### src/rtl/i2c_target_regfile.sv
// ---------------------------------------------------------------------------
// i2c_target_regfile
//
// I2C target with an internal 2**AW x 8 register file. SCL and SDA are
// oversampled on clk through 2-flop synchronizers plus a history flop. Every
// bus event (SCL rise/fall, START, STOP) is decided from the synchronized
// copies only. SDA is driven through an open-drain enable: 1 pulls low.
//
// Transaction flow:
//   START -> address byte -> ACK
//   write: memory-address byte -> ACK -> data bytes (each ACKed)
//   read : data bytes returned from mem[pointer], master ACK/NACK after each
//
// Ports
//   clk      in   system clock
//   reset    in   asynchronous, active-high reset
//   scl      in   bus clock from the master
//   sda_in   in   bus data as seen on the pin
//   sda_oe   out  1 = pull SDA low, 0 = release
//   busy     out  high from START until STOP or reset
//   wr_en    out  one-clk pulse per data byte written
//   wr_addr  out  register index written (valid with wr_en)
//   wr_data  out  byte written (valid with wr_en)
//   state    out  current FSM state, for debug
//
// Write-side handshake: wr_en is a single-cycle valid qualifier for
// wr_addr/wr_data. There is no ready; the consumer must take the byte in
// the cycle wr_en is high. wr_addr/wr_data hold their last value otherwise.
// ---------------------------------------------------------------------------
module i2c_target_regfile #(
  parameter logic [6:0] SLAVE_ADDR = 7'h5B,
  parameter int          AW         = 4,
  parameter bit          LSB_FIRST  = 1'b1
) (
  input  logic          clk,
  input  logic          reset,
  input  logic          scl,
  input  logic          sda_in,
  output logic          sda_oe,
  output logic          busy,
  output logic          wr_en,
  output logic [AW-1:0] wr_addr,
  output logic [7:0]    wr_data,
  output logic [3:0]    state
);

  typedef enum logic [3:0] {
    S_IDLE      = 4'd0,
    S_ADDR      = 4'd1,
    S_ADDR_ACK  = 4'd2,
    S_MADDR     = 4'd3,
    S_MADDR_ACK = 4'd4,
    S_WDATA     = 4'd5,
    S_WDATA_ACK = 4'd6,
    S_RDATA     = 4'd7,
    S_RDATA_ACK = 4'd8,
    S_WAIT_STOP = 4'd9
  } state_t;

  // Synchronizers and history flops. They reset to 1 (idle bus level) so
  // that leaving reset on an idle bus creates no false edge.
  logic r_scl_s1, r_scl_s2, r_scl_d;
  logic r_sda_s1, r_sda_s2, r_sda_d;

  state_t          r_state;
  logic [3:0]      r_bit_cnt;
  logic [7:0]      r_shift;
  logic [7:0]      r_tx;
  logic            r_rw;
  logic [AW-1:0]   r_ptr;
  logic [7:0]      r_mem [2**AW];
  logic            r_sda_oe;
  logic            r_busy;
  logic            r_wr_en;
  logic [AW-1:0]   r_wr_addr;
  logic [7:0]      r_wr_data;

  logic            w_scl_rise;
  logic            w_scl_fall;
  logic            w_start;
  logic            w_stop;
  logic            w_byte_done;
  logic [2:0]      w_bit_idx;
  logic [2:0]      w_tx_next_idx;
  logic [7:0]      w_next_byte;
  logic [6:0]      w_addr_field;
  logic            w_rw;
  logic [7:0]      w_rd_byte;
  logic            w_first_bit;
  logic            w_tx_next_bit;

  always_ff @(posedge clk or posedge reset) begin
    if (reset) begin
      r_scl_s1 <= 1'b1;
      r_scl_s2 <= 1'b1;
      r_scl_d  <= 1'b1;
      r_sda_s1 <= 1'b1;
      r_sda_s2 <= 1'b1;
      r_sda_d  <= 1'b1;
    end else begin
      r_scl_s1 <= scl;
      r_scl_s2 <= r_scl_s1;
      r_scl_d  <= r_scl_s2;
      r_sda_s1 <= sda_in;
      r_sda_s2 <= r_sda_s1;
      r_sda_d  <= r_sda_s2;
    end
  end

  assign w_scl_rise = r_scl_s2 & ~r_scl_d;
  assign w_scl_fall = ~r_scl_s2 & r_scl_d;
  // START/STOP need SCL high on both the current and the previous sample, so
  // an SDA change that lands together with an SCL edge is never mistaken
  // for a bus condition.
  assign w_start = r_scl_s2 & r_scl_d & r_sda_d & ~r_sda_s2;
  assign w_stop  = r_scl_s2 & r_scl_d & ~r_sda_d & r_sda_s2;

  // Receive side: byte position of the current wire bit.
  assign w_byte_done = (r_bit_cnt == 4'd7);
  assign w_bit_idx   = LSB_FIRST ? r_bit_cnt[2:0] : (3'd7 - r_bit_cnt[2:0]);

  // Byte as it will look once the bit being sampled now is included.
  always_comb begin
    w_next_byte            = r_shift;
    w_next_byte[w_bit_idx] = r_sda_s2;
  end

  // Wire bits 1-7 carry the address, wire bit 8 carries R/W.
  assign w_addr_field = LSB_FIRST ? w_next_byte[6:0] : w_next_byte[7:1];
  assign w_rw         = LSB_FIRST ? w_next_byte[7]   : w_next_byte[0];

  // Transmit side: r_bit_cnt is the index of the bit currently driven, so
  // at each SCL fall the next wire bit is r_bit_cnt + 1.
  assign w_rd_byte     = r_mem[r_ptr];
  assign w_first_bit   = LSB_FIRST ? w_rd_byte[0] : w_rd_byte[7];
  assign w_tx_next_idx = LSB_FIRST ? (r_bit_cnt[2:0] + 3'd1) : (3'd6 - r_bit_cnt[2:0]);
  assign w_tx_next_bit = r_tx[w_tx_next_idx];

  always_ff @(posedge clk or posedge reset) begin
    if (reset) begin
      r_state   <= S_IDLE;
      r_bit_cnt <= 4'd0;
      r_shift   <= 8'h00;
      r_tx      <= 8'h00;
      r_rw      <= 1'b0;
      r_ptr     <= '0;
      r_sda_oe  <= 1'b0;
      r_busy    <= 1'b0;
      r_wr_en   <= 1'b0;
      r_wr_addr <= '0;
      r_wr_data <= 8'h00;
      for (int i = 0; i < 2**AW; i++) begin
        r_mem[i] <= 8'h00;
      end
    end else begin
      r_wr_en <= 1'b0;
      if (w_start) begin
        // START or repeated START: the pointer is deliberately kept.
        r_state   <= S_ADDR;
        r_bit_cnt <= 4'd0;
        r_sda_oe  <= 1'b0;
        r_busy    <= 1'b1;
      end else if (w_stop) begin
        // Any partially received byte is dropped here without a write.
        r_state   <= S_IDLE;
        r_bit_cnt <= 4'd0;
        r_sda_oe  <= 1'b0;
        r_busy    <= 1'b0;
      end else begin
        case (r_state)
          S_ADDR: begin
            if (w_scl_rise) begin
              r_shift <= w_next_byte;
              if (w_byte_done) begin
                r_bit_cnt <= 4'd0;
                r_rw      <= w_rw;
                r_state   <= (w_addr_field == SLAVE_ADDR) ? S_ADDR_ACK : S_WAIT_STOP;
              end else begin
                r_bit_cnt <= r_bit_cnt + 4'd1;
              end
            end
          end

          // ACK slot: the first SCL fall after the 8th bit starts driving
          // low, the fall ending the 9th pulse releases and moves on. The
          // enable itself tells which of the two falls this is.
          S_ADDR_ACK: begin
            if (w_scl_fall) begin
              if (!r_sda_oe) begin
                r_sda_oe <= 1'b1;
              end else if (r_rw) begin
                r_tx      <= w_rd_byte;
                r_sda_oe  <= ~w_first_bit;
                r_bit_cnt <= 4'd0;
                r_state   <= S_RDATA;
              end else begin
                r_sda_oe  <= 1'b0;
                r_bit_cnt <= 4'd0;
                r_state   <= S_MADDR;
              end
            end
          end

          S_MADDR: begin
            if (w_scl_rise) begin
              r_shift <= w_next_byte;
              if (w_byte_done) begin
                r_ptr     <= w_next_byte[AW-1:0];
                r_bit_cnt <= 4'd0;
                r_state   <= S_MADDR_ACK;
              end else begin
                r_bit_cnt <= r_bit_cnt + 4'd1;
              end
            end
          end

          S_MADDR_ACK, S_WDATA_ACK: begin
            if (w_scl_fall) begin
              if (!r_sda_oe) begin
                r_sda_oe <= 1'b1;
              end else begin
                r_sda_oe  <= 1'b0;
                r_bit_cnt <= 4'd0;
                r_state   <= S_WDATA;
              end
            end
          end

          S_WDATA: begin
            if (w_scl_rise) begin
              r_shift <= w_next_byte;
              if (w_byte_done) begin
                r_wr_en      <= 1'b1;
                r_wr_addr    <= r_ptr;
                r_wr_data    <= w_next_byte;
                r_mem[r_ptr] <= w_next_byte;
                r_ptr        <= r_ptr + AW'(1);
                r_bit_cnt    <= 4'd0;
                r_state      <= S_WDATA_ACK;
              end else begin
                r_bit_cnt <= r_bit_cnt + 4'd1;
              end
            end
          end

          // Drive the inverted data bit (open drain: 1 on the wire means
          // release). After the 8th bit the line is released for the
          // master's ACK/NACK.
          S_RDATA: begin
            if (w_scl_fall) begin
              if (w_byte_done) begin
                r_sda_oe  <= 1'b0;
                r_ptr     <= r_ptr + AW'(1);
                r_bit_cnt <= 4'd0;
                r_state   <= S_RDATA_ACK;
              end else begin
                r_sda_oe  <= ~w_tx_next_bit;
                r_bit_cnt <= r_bit_cnt + 4'd1;
              end
            end
          end

          // r_bit_cnt == 1 records that the master ACKed on the 9th rise;
          // the next byte is loaded on the following fall.
          S_RDATA_ACK: begin
            if (w_scl_rise) begin
              if (r_sda_s2) begin
                r_state <= S_WAIT_STOP;
              end else begin
                r_bit_cnt <= 4'd1;
              end
            end else if (w_scl_fall && (r_bit_cnt == 4'd1)) begin
              r_tx      <= w_rd_byte;
              r_sda_oe  <= ~w_first_bit;
              r_bit_cnt <= 4'd0;
              r_state   <= S_RDATA;
            end
          end

          S_WAIT_STOP: begin
            r_sda_oe <= 1'b0;
          end

          default: begin
            r_sda_oe <= 1'b0;
          end
        endcase
      end
    end
  end

  assign sda_oe  = r_sda_oe;
  assign busy    = r_busy;
  assign wr_en   = r_wr_en;
  assign wr_addr = r_wr_addr;
  assign wr_data = r_wr_data;
  assign state   = r_state;

endmodule

### config.mk
export PLATFORM = sky130hd
export DESIGN_NAME = i2c_target_regfile
export DESIGN_NICKNAME = d
export VERILOG_FILES = /design/src/rtl/i2c_target_regfile.sv
export SDC_FILE = /design/constraint.sdc
export NUM_CORES = 1
export LEC_CHECK = 0
export ABC_CLOCK_PERIOD_IN_PS = 14500
export CORE_ASPECT_RATIO = 0.6
export CORE_MARGIN = 4
export CORE_UTILIZATION = 50
export CTS_BUF_LIST = sky130_fd_sc_hd__clkbuf_16
export CTS_CLUSTER_DIAMETER = 60
export DETAILED_ROUTE_END_ITERATION = 10
export PLACE_DENSITY = 0.75
export SLEW_MARGIN = 20
export SYNTH_ARGS = -nofsm -noshare
export SYNTH_HDL_FRONTEND = slang
export SYNTH_SLANG_ARGS = --single-unit
### constraint.sdc
create_clock -name clk -period 14.5 [get_ports clk]
set_input_delay 2.175 -clock clk [delete_from_list [all_inputs] [get_ports clk]]
set_output_delay 2.175 -clock clk [all_outputs]
set_load 0.005 [all_outputs]
Word level (Yosys, flattened, before mapping)
Cells that the tools add are included.
W data, S select, Z words.
{ "totals": {"reg_bits": 178, "romBits": 0, "latchBits": 0, "out_inout_bits": 19, "ram_bits": 0, "n_memories": 0} }
{ "op_classes": {"mux": 73, "mul": 0, "n_reduce_logical": 19, "div": 0, "eq_ne": 41, "addsub": 3, "shift": 0, "order_cmp": 5, "n_bitwise": 16} }
{ "ops": {"columns": ["cell", "n"], "rows": [
  ["$mux W4", 33],
  ["$bwmux W128", 1],
  ["$mux W8", 8],
  ["$ne A4 B4 Y1 const B", 14],
  ["$bmux W8 S4", 1],
  ["$demux W8 S4", 1],
  ["$pmux W4 S7", 1],
  ["$eq A4 B3 Y1 const B", 5],
  ["$mux W1", 20],
  ["$ne A2 B2 Y1 const B", 9],
  ["$pmux W4 S4", 1],
  ["$pmux W8 S2", 1],
  ["$ne A5 B5 Y1 const B", 3],
  ["$reduce_and A15 Y1", 1],
  ["$reduce_and A7 Y1", 2],
  ["$ne A4 B1 Y1 const B", 3],
  ["$pmux W4 S3", 1],
  ["$reduce_and A5 Y1", 2],
  ["$reduce_bool A9 Y1", 1],
  ["$add A4 B1 Y4 const B", 2],
  ["$bwmux W8", 1],
  ["$eq A4 B1 Y1 const B", 2],
  ["$eq A4 B2 Y1 const B", 2],
  ["$lt A3 B4 Y1 const B", 2],
  ["23 further kinds", 40]
]} }

Logic depth before layout (Yosys ltp)
{ "depth": {"word_depth": 12, "ltp_mapped": 9, "ltp_nobuf": 7} }

Worst setup path before layout
No wires, ideal clock.
{ "synth_timing": {"kind": "register to output", "start": "register r_state[3], in the netlist state[3]", "end": "output state[3]", "arrival_ns": 0.411, "required_ns": 12.325, "path_stages_with_launch": 1, "slack_ns": 11.914, "path_buffers": 0, "cell_sequence": "dfrtp_1"} }
{ "synth_rtl": {"columns": ["element", "line", "source"], "rows": [
  ["start: declaration", "65", "state_t r_state;"],
  ["start signal: assignment", "177", "r_state <= (w_addr_field == SLAVE_ADDR) ? S_ADDR_ACK : S_WAIT_STOP;"],
  ["end: declaration", "44", "output logic [3:0] state"]
]} }
No word-level cell between the ends.

Final worst setup path
{ "layout_timing": {"start": "register r_state[1], in the netlist state[1]", "end": "output state[1]"} }
No word-level cell between the ends.

==> impl_metrics.toml <==
[power]
power_density_nw_per_um2 = 125.6
power_mw = 1.171
leakage_nw = 3.848
peakVddDrop_v = 0.00007540

[finish]
final_layout_size_suffix_gt1_share_pct = 15.91
syn_to_final_growth_pct = 11.56
antenna_cells = 0
nets = 770
nFillCells = 1372

[sta]
setup_viol = 0
period_minus_slack_ps = 3908
finalHoldViolCount = 0
clock_skew_ps = 12.74
tightestPinTransition_ps = 1054
drv_slew = 0
grt_setup_unrepaired = "no"
tns_ps = 0
hold_ws_ps = 356.7
fmax_ghz = 0.2559
period_share_pct = 26.95
slew-limit-headroom_pct = 29.73

[hold_path]
hp-class = "register to register"
holdPathStages = 0
hp-start = "r_sda_s1$_DFF_PP1_"
hold_path_end = "r_sda_s2$_DFF_PP1_"

[grt]
grt_pass1_wl_mm = 31.75
grt_max_degree = 114
grt_pass1_vias = 5660
antenna_found_initial = 0
track_usage_pct = 21.95
grt_overflow = 0

[clock_network]
cts_made_buffers = 17
ctsHoldBuffers = 0
cts_tree = "built"
htree_levels = 4
clkLatencyLatePin_ps = 440
cts_buffer_depth = 2
clkTransAtPathRegs_ps = 80
clkSinkCount = 178
root_buffer = "clkbuf_16"
post_cts_buffers = 0
cts_resized = 0

[synthesis]
synth_top_area_share_pct = 51.49
synth_warnings = 0
ys_seq_elements = 178
ys_seq_area_share_pct = 53.38
avgSynthCellArea_um2 = 10.93
synth_cell_types = 58
ys_top_cells_by_count = "dfrtp_1 (172), o21ai_0 (152), nand2_1 (151), mux4_2 (41), clkbuf_1 (31)"
syn_nets = 775
synth-edff-count = 0
yosys.area.top_type = "dfrtp_1"
yosys-top-cells-area = "dfrtp_1 (51%), mux4_2 (11%), o21ai_0 (9.1%), nand2_1 (6.8%), dfstp_2 (1.9%)"
ys.flop_type = "dfrtp_1"
async_flop_share_pct = 100.0
synth_cells = 765
synthMostInstantiatedCell = "dfrtp_1"
syn_area_um2 = 8359

[critical_path]
crit_buf_inv = 1
crit_required_ps = 12320
path_delay_family = "flip-flops"
cp_slowest_cell = "dfrtp_1"
worstReg2RegStart = "state[0]$_DFFE_PP0P_"
max_stage_delay_ps = 690
critPathLaunchType = "register"
critPathCaptureType = "output port"
path_max_fanout = 17
path_cells = "clkdlybuf4s50_1"
crit_type = "register to output port"
reg2regPathDepth = 7
arrival_ps = 1730
r2r-end = "r_mem[15]$_DFFE_PP0P_"
reg2reg_slack_ps = 11060

[die]
fp.coreArea_um2 = 16310
dieArea_um2 = 18920
start_util_pct = 51.27
fp.dieW_um = 174.9
fp-row-count = 36
io_pins = 23
die_h_um = 108.2

[placement]
gp_routability_congestion = 0.9048
dp_hpwl_mm = 12.52
placement.io_buffers = 22

[route]
first_iter_violations = 719
firstDrtPassIters = 5
viasPerCell = 5.876
drc = 0
ant_nets = 0
vias = 5882
wire_per_inst_um = 19.39
wl_mm = 19.41

[run]
cap_violations = 0

[status]
status = "completed"
==> cells by family after synthesis <==
kind of cell / count (synthesis) / share of synthesized area, %
flip-flops: 178 / 53.38
buffers and inverters: 66 / 3.697
AND/OR/NAND/NOR: 238 / 13.70
XOR/XNOR: 2 / 0.2096
adder cells (fa/ha/maj): 6 / 0.8980
multiplexers: 65 / 14.13
AO/OA/AOI/OAI: 210 / 14.00
==> per-stage QoR <==
stage | worst slack, ps | area (um2) | cells | util (%)
5_1_grt | 10530 | 9325 | 1001 | 57.19
3_3_place_gp | 10180 | 8680 | 969 | 53.23
2_1_floorplan | 7505 | 8359 | 765 | -
6_report | 10590 | 9325 | 1001 | 57.19
3_5_place_dp | 10160 | 8680 | 969 | 53.23
4_1_cts | 10590 | 9323 | 1001 | 57.17
==> final cells by class <==
type                    instances  area (um2)  share of cell area (%)
flip-flops and latches        178        4464                   47.87
multi-input cells             521        3588                   38.48
clock buffers                  17       425.4                   4.562
repair buffers                 33       302.8                   3.247
well taps                     228       285.3                   3.059
clock inverters                15       217.7                   2.335
inverters                       9       41.29                  0.4428
==> cells in the final DEF (no fill, tap or decap), types with 2 or more instances in the layout <==
cell type          n
a211oi_1           2
a21oi_1           24
a22oi_1            2
a31oi_1            7
and2b_1            2
buf_4             11
bufinv_16          3
clkbuf_16         17
clkdlybuf4s50_1   22
clkinv_4           3
clkinv_8           2
dfrtp_1          170
dfrtp_2            2
dfstp_2            6
ha_1               6
inv_1              8
inv_6              4
inv_8              4
mux2_2            13
mux2i_1           10
mux4_2            41
nand2_1          151
nand2b_1           3
nand3_1           14
nand3_4            7
nand3b_1           3
nand4_1            7
nor2_1            25
nor2b_1            5
nor3_1             5
nor3b_1            5
o211ai_1           2
o21a_1             3
o21ai_0          152
o22a_1             2
o311ai_0           2
o31ai_1            2
or2_2              3
==> registers in the layout, indices dropped and copies added, names as in the netlist, 4 cells and up <==
name       flops
r_mem        128
r_shift        8
r_tx           8
wr_data        8
r_bit_cnt      4
r_ptr          4
state          4
wr_addr        4
==> worst max path at each step <==
stage                    startpoint                      to  slack, ps  depth (start not counted)
3_5_place_dp                  reset  r_mem[120]$_DFFE_PP0P_      10160                          3
6_report       state[1]$_DFFE_PP0P_                state[1]      10590                          1
5_1_grt        state[1]$_DFFE_PP0P_                state[1]      10530                          1
3_3_place_gp                  reset   r_mem[96]$_DFFE_PP0P_      10180                          3
2_1_floorplan                 reset        busy$_DFFE_PP0N_       7500                          1
4_1_cts        state[1]$_DFFE_PP0P_                state[1]      10590                          1
==> metal layers <==
layer | vias to the layer above | GRT usage (%) | wire length [um] | part of all wire [%]
li1 | 2720 | - | - | -
met1 | 2975 | 33.66 | 9436 | 49
met2 | 174 | 31.26 | 8353 | 43
met3 | 13 | 6.080 | 1463 | 7.5
met4 | 0 | 5.266 | 157 | 0.81
met5 | - | 0 | 0 | 0
==> power breakdown <==
| part | leakage [nW] | switching [mW] | total [mW] | internal, mW |
|---|---|---|---|---|
| combinational | 1.09 | 0.0861 | 0.136 | 0.0496 |
| clock | 0.314 | 0.220 | 0.501 | 0.281 |
| sequential | 2.45 | 0.0281 | 0.534 | 0.506 |
(Power assumes the default switching activity.)
